`src/rtl/audio_timing_gen.sv`:
```
`default_nettype none
// ============================================================================
//  Module      : audio_timing_gen
//  Description : I2S / left-justified / TDM frame timing generator. Produces
//                BCLK, LRCLK (word select or one-BCLK frame sync), per-bit
//                shift strobes, per-slot load strobes and a frame-rate pulse,
//                with clean start and end-of-frame stop behaviour.
//  Revision    : 1.0 - initial release
// ============================================================================
module audio_timing_gen #(
  parameter int CLK_RATE      = 24576000,
  parameter int AUDIO_RATE    = 48000,
  parameter int BITS_PER_SLOT = 16,
  parameter int SLOTS         = 2,
  parameter int FORMAT        = 0
) (
  input  logic                     clk,
  input  logic                     reset_n,
  input  logic                     enable,
  output logic                     active,
  output logic                     audio_clk,
  output logic                     i2s_bclk,
  output logic                     i2s_lrclk,
  output logic                     i2s_data_shift_strobe,
  output logic                     i2s_data_load_strobe,
  output logic [$clog2(SLOTS)-1:0] load_slot
);

  // Half-period of BCLK in clk cycles, rounded to nearest.
  localparam longint DIV      = longint'(AUDIO_RATE) * longint'(SLOTS) *
                                longint'(BITS_PER_SLOT) * 64'sd2;
  localparam longint DIV_SAFE = (DIV > 0) ? DIV : 64'sd1;
  localparam longint H_L      = (longint'(CLK_RATE) + DIV_SAFE / 2) / DIV_SAFE;
  localparam int     H        = (H_L < 1) ? 1 : int'(H_L);
  localparam int     HW       = (H > 1) ? $clog2(H) : 1;
  localparam int     SW       = $clog2(SLOTS);
  localparam int     BW       = $clog2(BITS_PER_SLOT);

  localparam logic [HW-1:0] H_MAX    = HW'(H - 1);
  localparam logic [SW-1:0] SLOT_MAX = SW'(SLOTS - 1);
  localparam logic [BW-1:0] BIT_MAX  = BW'(BITS_PER_SLOT - 1);
  // First data bit inside a slot: I2S delays the MSB by one BCLK.
  localparam logic [BW-1:0] D_BIT    = BW'((FORMAT == 0) ? 1 : 0);
  localparam bit            TDM      = (SLOTS > 2);

  generate
    if (BITS_PER_SLOT < 8 || BITS_PER_SLOT > 32 || SLOTS < 2 || SLOTS > 16 ||
        (FORMAT != 0 && FORMAT != 1) || AUDIO_RATE < 1 || H_L < 1) begin : g_param_error
      $error("audio_timing_gen: illegal parameter combination");
    end
  endgenerate

  typedef enum logic [1:0] {
    S_IDLE = 2'd0,
    S_RUN  = 2'd1,
    S_STOP = 2'd2
  } state_t;

  state_t          state_q, state_d;
  logic [HW-1:0]   hcnt_q,  hcnt_d;
  logic [SW-1:0]   slot_q,  slot_d;
  logic [BW-1:0]   bit_q,   bit_d;
  logic            bclk_q,  bclk_d;
  logic            lrclk_q, lrclk_d;
  logic            shift_q, shift_d;
  logic            load_q,  load_d;
  logic            aclk_q,  aclk_d;
  logic            active_q, active_d;
  logic [SW-1:0]   lslot_q, lslot_d;

  logic [SW-1:0]   nslot;
  logic [BW-1:0]   nbit;
  logic            fall;
  logic            ev;

  // BCLK is about to go 1->0: this is the next falling-edge event.
  assign fall = bclk_q && (hcnt_q == H_MAX);

  // Frame position that follows the current one, wrapping at frame end.
  always_comb begin
    nbit  = bit_q + BW'(1);
    nslot = slot_q;
    if (bit_q == BIT_MAX) begin
      nbit  = '0;
      nslot = (slot_q == SLOT_MAX) ? '0 : slot_q + SW'(1);
    end
  end

  // State machine, BCLK divider, frame position and registered strobe decode.
  always_comb begin
    state_d = state_q;
    hcnt_d  = hcnt_q;
    bclk_d  = bclk_q;
    slot_d  = slot_q;
    bit_d   = bit_q;
    lrclk_d = lrclk_q;
    lslot_d = lslot_q;
    shift_d = 1'b0;
    load_d  = 1'b0;
    aclk_d  = 1'b0;
    ev      = 1'b0;

    case (state_q)
      S_IDLE: begin
        // Start-up cycle counts as a falling-edge event at pos 0 with bclk low.
        if (enable) begin
          state_d = S_RUN;
          hcnt_d  = '0;
          bclk_d  = 1'b0;
          slot_d  = '0;
          bit_d   = '0;
          ev      = 1'b1;
        end
      end
      S_RUN, S_STOP: begin
        state_d = enable ? S_RUN : S_STOP;
        if (hcnt_q == H_MAX) begin
          hcnt_d = '0;
          bclk_d = ~bclk_q;
        end else begin
          hcnt_d = hcnt_q + HW'(1);
        end
        if (fall) begin
          if (!enable && (nbit == '0) && (nslot == '0)) begin
            // Frame complete while stopping: drop to idle silently.
            state_d = S_IDLE;
            hcnt_d  = '0;
            bclk_d  = 1'b0;
            slot_d  = '0;
            bit_d   = '0;
            lrclk_d = 1'b0;
            lslot_d = '0;
          end else begin
            slot_d = nslot;
            bit_d  = nbit;
            ev     = 1'b1;
          end
        end
      end
      default: begin
        state_d = S_IDLE;
        hcnt_d  = '0;
        bclk_d  = 1'b0;
        slot_d  = '0;
        bit_d   = '0;
        lrclk_d = 1'b0;
        lslot_d = '0;
      end
    endcase

    if (ev) begin
      shift_d = 1'b1;
      aclk_d  = (slot_d == '0) && (bit_d == '0);
      load_d  = (bit_d == D_BIT);
      if (load_d) begin
        lslot_d = slot_d;
      end
      lrclk_d = TDM ? aclk_d : (slot_d != '0);
    end

    active_d = (state_d != S_IDLE);
  end

  // State and timing registers; reset forces the idle condition immediately.
  always_ff @(posedge clk or negedge reset_n) begin
    if (!reset_n) begin
      state_q  <= S_IDLE;
      hcnt_q   <= '0;
      slot_q   <= '0;
      bit_q    <= '0;
      bclk_q   <= 1'b0;
      lrclk_q  <= 1'b0;
      shift_q  <= 1'b0;
      load_q   <= 1'b0;
      aclk_q   <= 1'b0;
      active_q <= 1'b0;
      lslot_q  <= '0;
    end else begin
      state_q  <= state_d;
      hcnt_q   <= hcnt_d;
      slot_q   <= slot_d;
      bit_q    <= bit_d;
      bclk_q   <= bclk_d;
      lrclk_q  <= lrclk_d;
      shift_q  <= shift_d;
      load_q   <= load_d;
      aclk_q   <= aclk_d;
      active_q <= active_d;
      lslot_q  <= lslot_d;
    end
  end

  assign active                = active_q;
  assign audio_clk             = aclk_q;
  assign i2s_bclk              = bclk_q;
  assign i2s_lrclk             = lrclk_q;
  assign i2s_data_shift_strobe = shift_q;
  assign i2s_data_load_strobe  = load_q;
  assign load_slot             = lslot_q;

endmodule
`default_nettype wire

```
`config.mk`:
```
export PLATFORM = sky130hd
export DESIGN_NAME = audio_timing_gen
export DESIGN_NICKNAME = d
export VERILOG_FILES = /design/src/rtl/audio_timing_gen.sv
export SDC_FILE = /design/constraint.sdc
export NUM_CORES = 1
export LEC_CHECK = 0
export BUFFER_PORTS_ARGS = -buffer_cell sky130_fd_sc_hd__buf_2
export CORE_UTILIZATION = 35
export CTS_CLUSTER_SIZE = 8
export DETAILED_ROUTE_END_ITERATION = 10
export GPL_TIMING_DRIVEN = 0
export MAX_ROUTING_LAYER = met4
export PLACE_DENSITY = 0.6
export SKIP_CTS_REPAIR_TIMING = 1
export SLEW_MARGIN = 30
export SYNTH_ARGS = -nofsm -noshare
export SYNTH_HDL_FRONTEND = slang
export SYNTH_SLANG_ARGS = --single-unit
```
`constraint.sdc`:
```
create_clock -name clk -period 2.7 [get_ports clk]
set_input_delay 0.405 -clock clk [delete_from_list [all_inputs] [get_ports clk]]
set_output_delay 0.405 -clock clk [all_outputs]
set_load 0.05 [all_outputs]
```
==> out/qor.csv, run 1 <==
metric,value,unit
clockPowerShare,0.159,
worst_slack,405,ps
synth_nets,116,
critPathLaunch,hcnt_q[0]$_DFFE_PN0P_,
synth_area,1010,sq um
die_area,3100,sq um
ys_warn_count,0,
yosysUniqueCellTypes,36,
synth.area.top_cells,"dfrtp_1 42%, ha_1 8.7%, o21ai_0 4.5%",
async_flop_share,1.00,
crit_path_end_kind,flop,
hold_viol,0,
ys_seq_elements,17,
start_util,0.368,
cts_sinks,17,
drv_cap,0,
h-tree-depth,1,
synth_seq_area_share,0.422,
grt.total_usage,0.143,
place_area,1090,sq um
tns,0,ps
die_w,55.6,um
regArea,425,sq um
worst_pin_slew,545,ps
syn2layout_area_growth,10.9,%
worstSkewPairLatency,290,ps
grt_overflow,0,
pre_cts_ws,430,ps
drive_above_1_share,0.176,
nFillCells,261,
avgSynthCellArea,9.50,sq um
worstPathRequired,2870,ps
vdd_drop_max,0.693,mV
coreArea,2730,sq um
intPower,483,uW
final_area,1120,sq um
synth_common_cells,"17 x dfrtp_1, 12 x nand2_1, 9 x o21ai_0",
numCtsBuffers,3,
clk_pin_slew,100,ps
rsz0062_at_grt,false,
critPathKind,reg2reg,
die_y,55.6,um
p_comb_frac,0.456,
finalPower,850,uW
skew,4.43,ps
routed_wl,1.92,mm
dp_cells,146,
syn_inst,106,
grt_pass1_wl,3.33,mm
synth-edff-count,0,
setup_violations,0,
synth_flop_cell,dfrtp_1,
postRouteAntennaNets,0,
firstDrtPassIters,5,
grt_start_max_net_pins,18,
switchingPower,367,uW
hpwlAfterDp,1.43,mm
cp_max_fo,6,
synth_top_area_frac,0.422,
via_per_inst,5.19,
p_leak,0.000560,uW
clockBufferDepth,2,
layout_worst_path_cycle_share,0.850,
synth.most_common_cell,dfrtp_1,
min_period,2300,ps
r2r-start,hcnt_q[0]$_DFFE_PN0P_,
num_rows,19,
diodes,0,
cts_tree,done,
drv_slew,0,
switching_share,0.432,
status,"complete, no violations",
synth_largest_area_cell,dfrtp_1,
grt_pass1_vias,758,
pin_count,10,
pwr-share-seq,0.385,
power_density,761,nW/um^2
drtIter0Drc,20,
startpoint_type,flop,
timing.fmax,436,MHz
portBuffers,9,
arrival,2470,ps
num-nets-final,130,
post_drt_wl_per_cell,12.8,um
place_congestion,0.894,
cts_root_buf,clkbuf_4,
antenna_found_initial,0,
fin_cells,150,
multi_input_area,536,sq um
hp-class,in2async,
drc,0,
via_count,779,
maxSlewHeadroom,0.635,
==> cell families after synthesis <==
family | after synthesis | synth area share
buf+inv | 11 | 0.0460
mux | 5 | 0.0509
compound gates | 24 | 0.148
fa+ha+maj | 7 | 0.0870
simple gates | 40 | 0.229
xor+xnor | 2 | 0.0174
flops | 17 | 0.422
==> flip-flops by register name (all words and copies together) (netlist names) <==
name / flops
load_slot: 1
i2s_bclk: 1
i2s_lrclk: 1
i2s_data_load_strobe: 1
i2s_data_shift_strobe: 1
bit_q: 4
audio_clk: 1
slot_q: 1
hcnt_q: 3
active: 1
state_q: 2
==> final timing paths <==
kind | end | slack [ps] | cells past startpoint
worst max-delay path | load_slot$_DFF_PN0_ | 400 | 8
worst min register to register | hcnt_q[1]$_DFFE_PN0P_ | 500 | 2
worst min-delay path | bit_q[2]$_DFF_PN0_ | 30 | 1
max in group asynchronous | hcnt_q[0]$_DFFE_PN0P_ | 2390 | 1
min in group clk | state_q[1]$_DFF_PN0_ | 440 | 3
worst max register to register | load_slot$_DFF_PN0_ | 400 | 8
==> power by group through the flow <==
stage	clock, uW	combinational, uW	sequential [uW]
floorplan	0	227	396
global placement	0	377	330
detailed placement	0	388	333
CTS	144	389	328
global route	153	427	334
finish	135	387	328
==> cells in the final DEF, fill, tap and decap left out, types with 2 or more instances in the layout <==
cell type / instances
nor2b_1: 3
nand2b_1: 2
a22o_1: 2
nor2_1: 5
and2_1: 2
a21oi_1: 5
nand2_1: 12
mux2i_1: 4
inv_1: 5
nand3b_1: 2
clkbuf_4: 3
or3b_1: 2
nor3_1: 2
a31oi_1: 2
o21ai_0: 9
xnor2_1: 2
ha_1: 7
buf_2: 13
clkbuf_1: 3
dfrtp_1: 17
==> stage by stage <==
step,util,hold slack [ps]
global route,0.409,39.1
finish,0.409,31.7
global placement,0.399,347
floorplan,-,109
CTS,0.409,23.6
detailed placement,0.399,350
==> layer usage <==
metal	global-route usage	vias to the layer above	wire, um
met4	0.0214	0	8
met5	-	-	0
met2	0.224	18	873
met3	0.0488	2	86
li1	-	400	-
met1	0.183	359	946
==> area by class of cell <==
class	count	area share
inverter	5	0.0168
multi-input combinational	78	0.479
timing repair buffer	9	0.0403
sequential	17	0.381
tap	31	0.0347
clock buffer	4	0.0235
buffer	6	0.0246
==> critical path, stage by stage, from the launching register on <==
cell and delay, ps:
dfrtp_1 410, ha_1 210, ha_1 200, ha_1 270, nand2b_1 190, a21oi_1 290, a22o_1 260, nand4bb_1 190
mux2i_1 170
Note: power is estimated with default switching activity, not from simulation.
==> inputs of run 2 (changes only) <==
--- a/config.mk
+++ b/config.mk
@@ -5,6 +5,7 @@
 export SDC_FILE = /design/constraint.sdc
 export NUM_CORES = 1
 export LEC_CHECK = 0
+export ABC_AREA = 1
 export BUFFER_PORTS_ARGS = -buffer_cell sky130_fd_sc_hd__buf_2
 export CORE_UTILIZATION = 35
 export CTS_CLUSTER_SIZE = 8
==> out/qor.csv, run 2 <==
metric,value,unit
maxSlewHeadroom,0.746,
ff2ff_setup_slack,720,ps
power_density,788,nW/um^2
die_y,54.1,um
synth_common_cells,"30 x nand2_1, 17 x dfrtp_1, 14 x inv_1, 14 x nand3_1, 7 x ha_1",
pin_count,10,
pre_cts_ws,759,ps
grt.total_usage,0.165,
grt_start_max_net_pins,18,
hold_viol,0,
post_drt_wl_per_cell,11.5,um
yosysUniqueCellTypes,21,
antenna_found_initial,0,
via_per_inst,4.99,
setup_violations,0,
die_w,54.1,um
worst_pin_slew,381,ps
largest_reg_flops,4,
arrival,2200,ps
synth_nets,126,
cp.depth,10,
rsz0062_at_grt,false,
num_rows,18,
ys_seq_elements,17,
status,"complete, no violations",
synth_flop_cell,dfrtp_1,
syn2layout_area_growth,11.6,%
h-tree-depth,1,
vdd_drop_max,0.443,mV
cp_slowest_stage_delay,410,ps
via_count,793,
drc,0,
clockPowerShare,0.162,
num-nets-final,140,
cpLargestDelayFamily,adder cells,
cp_max_fo,4,
critPathLaunch,hcnt_q[0]$_DFFE_PN0P_,
coreArea,2520,sq um
synth.most_common_cell,nand2_1,
regArea,425,sq um
min_period,1980,ps
synth_area,951,sq um
synth_top_area_frac,0.447,
drv_cap,0,
switchingPower,375,uW
crit_end,load_slot$_DFF_PN0_,
ys_warn_count,0,
start_util,0.377,
hpwlAfterDp,1.41,mm
cp_slowest_cell,dfrtp_1,
startpoint_type,flop,
avgSynthCellArea,8.20,sq um
synth-edff-count,0,
final_cell_mix,"30 x nand2_1, 17 x dfrtp_1, 14 x inv_1, 14 x nand3_1, 10 x buf_2",
drv_slew,0,
worst_slack,722,ps
clk_pin_slew,100,ps
grt_overflow,0,
cts_root_buf,clkbuf_4,
p_leak,0.000575,uW
synth_largest_area_cell,dfrtp_1,
diodes,0,
syn_inst,116,
switching_share,0.448,
tns,0,ps
pwr-share-seq,0.388,
final_common_cell,nand2_1,
nFillCells,280,
postRouteAntennaNets,0,
drive_above_1_share,0.163,
intPower,462,uW
r2r-end,load_slot$_DFF_PN0_,
crit_path_end_kind,flop,
timing.hold.ws,14.1,ps
cts_tree,done,
layout_worst_path_cycle_share,0.733,
synth_seq_area_share,0.447,
crit_buf_inv,1,
place_congestion,0.833,
drtIter0Drc,19,
rr_worst_depth,10,
die_area,2930,sq um
cp_cell_sequence,"ha_1, ha_1, ha_1, inv_1, nand2_1, nand2_1, o21ai_1, a21oi_2, nand4_1, a21oi_1",
top_register,bit_q,
portBuffers,9,
async_flop_share,1.00,
clockBufferDepth,2,
worstPathRequired,2920,ps
multi_input_area,460,sq um
r2r-start,hcnt_q[0]$_DFFE_PN0P_,
cts_sinks,17,
grt_pass1_vias,765,
synth.area.top_cells,"dfrtp_1 45%, nand2_1 12%, ha_1 9.2%",
numCtsBuffers,3,
p_comb_frac,0.450,
worstSkewPairLatency,290,ps
top_regs,"bit_q: 4 flops, hcnt_q: 3 flops, state_q: 2 flops",
firstDrtPassIters,4,
routed_wl,1.84,mm
grt_pass1_wl,3.35,mm
skew,4.25,ps
timing.fmax,506,MHz
hp-class,in2async,
crit_top_cell,ha_1,
critPathKind,reg2reg,
run 2: power groups by stage:
| stage | clock [uW] | combinational (uW) | sequential (uW) |
|---|---|---|---|
| floorplan | 0 | 212 | 401 |
| global placement | 0 | 364 | 329 |
| detailed placement | 0 | 377 | 330 |
| CTS | 142 | 377 | 324 |
| global route | 148 | 419 | 332 |
| finish | 136 | 376 | 324 |
run 2: per-layer routing:
layer | GRT usage | part of all wire | up-vias
met5 | - | 0 | -
met4 | 0.0641 | 0.014 | 0
met3 | 0.0169 | 0.022 | 4
met2 | 0.256 | 0.47 | 14
met1 | 0.220 | 0.49 | 366
li1 | - | - | 409
run 2: worst min path at each step:
stage          cells after the start                  end  slack [ps]
3_5_place_dp                       1   bit_q[3]$_DFF_PN0_         350
4_1_cts                            1   bit_q[3]$_DFF_PN0_          30
2_1_floorplan                      0     active$_DFF_PN0_         110
5_1_grt                            1   bit_q[3]$_DFF_PN0_          40
3_3_place_gp                       1   bit_q[3]$_DFF_PN0_         340
6_report                           1  audio_clk$_DFF_PN0_          10
run 2: kinds of logic after synthesis:
family,count (synthesis),synth area share
AOI/OAI and AO/OA,16,0.104
DFF,17,0.447
buffers and inverters,17,0.0684
muxes,1,0.0105
and+or+nand+nor,58,0.278
adders and majority gates,7,0.0921
run 2: cell type report:
| type | count | share of cell area |
|---|---|---|
| multi-input cells | 82 | 0.434 |
| clock buffers | 3 | 0.0212 |
| inverters | 16 | 0.0566 |
| clock inverters | 1 | 0.00472 |
| flip-flops and latches | 17 | 0.401 |
| plain buffers | 1 | 0.00472 |
| repair buffers | 9 | 0.0425 |
| well taps | 30 | 0.0354 |
run 2: worst register-to-register path, stage by stage, from the launching register on:
cell     delay, ps
dfrtp_1        410
ha_1           200
ha_1           200
ha_1           220
inv_1          120
nand2_1         60
nand2_1        150
o21ai_1        110
a21oi_2        160
nand4_1        120
a21oi_1        160
run 2: per-stage QoR:
stage                     cell area, sq um  utilization  power [uW]  cells
final                                 1060        0.421         836    159
after global routing                  1060        0.421         898    159
after CTS                             1060        0.421         843    159
after detailed placement              1030        0.410         707    155
after global placement                1030        0.410         693    155
after floorplan                        951            -         613    116
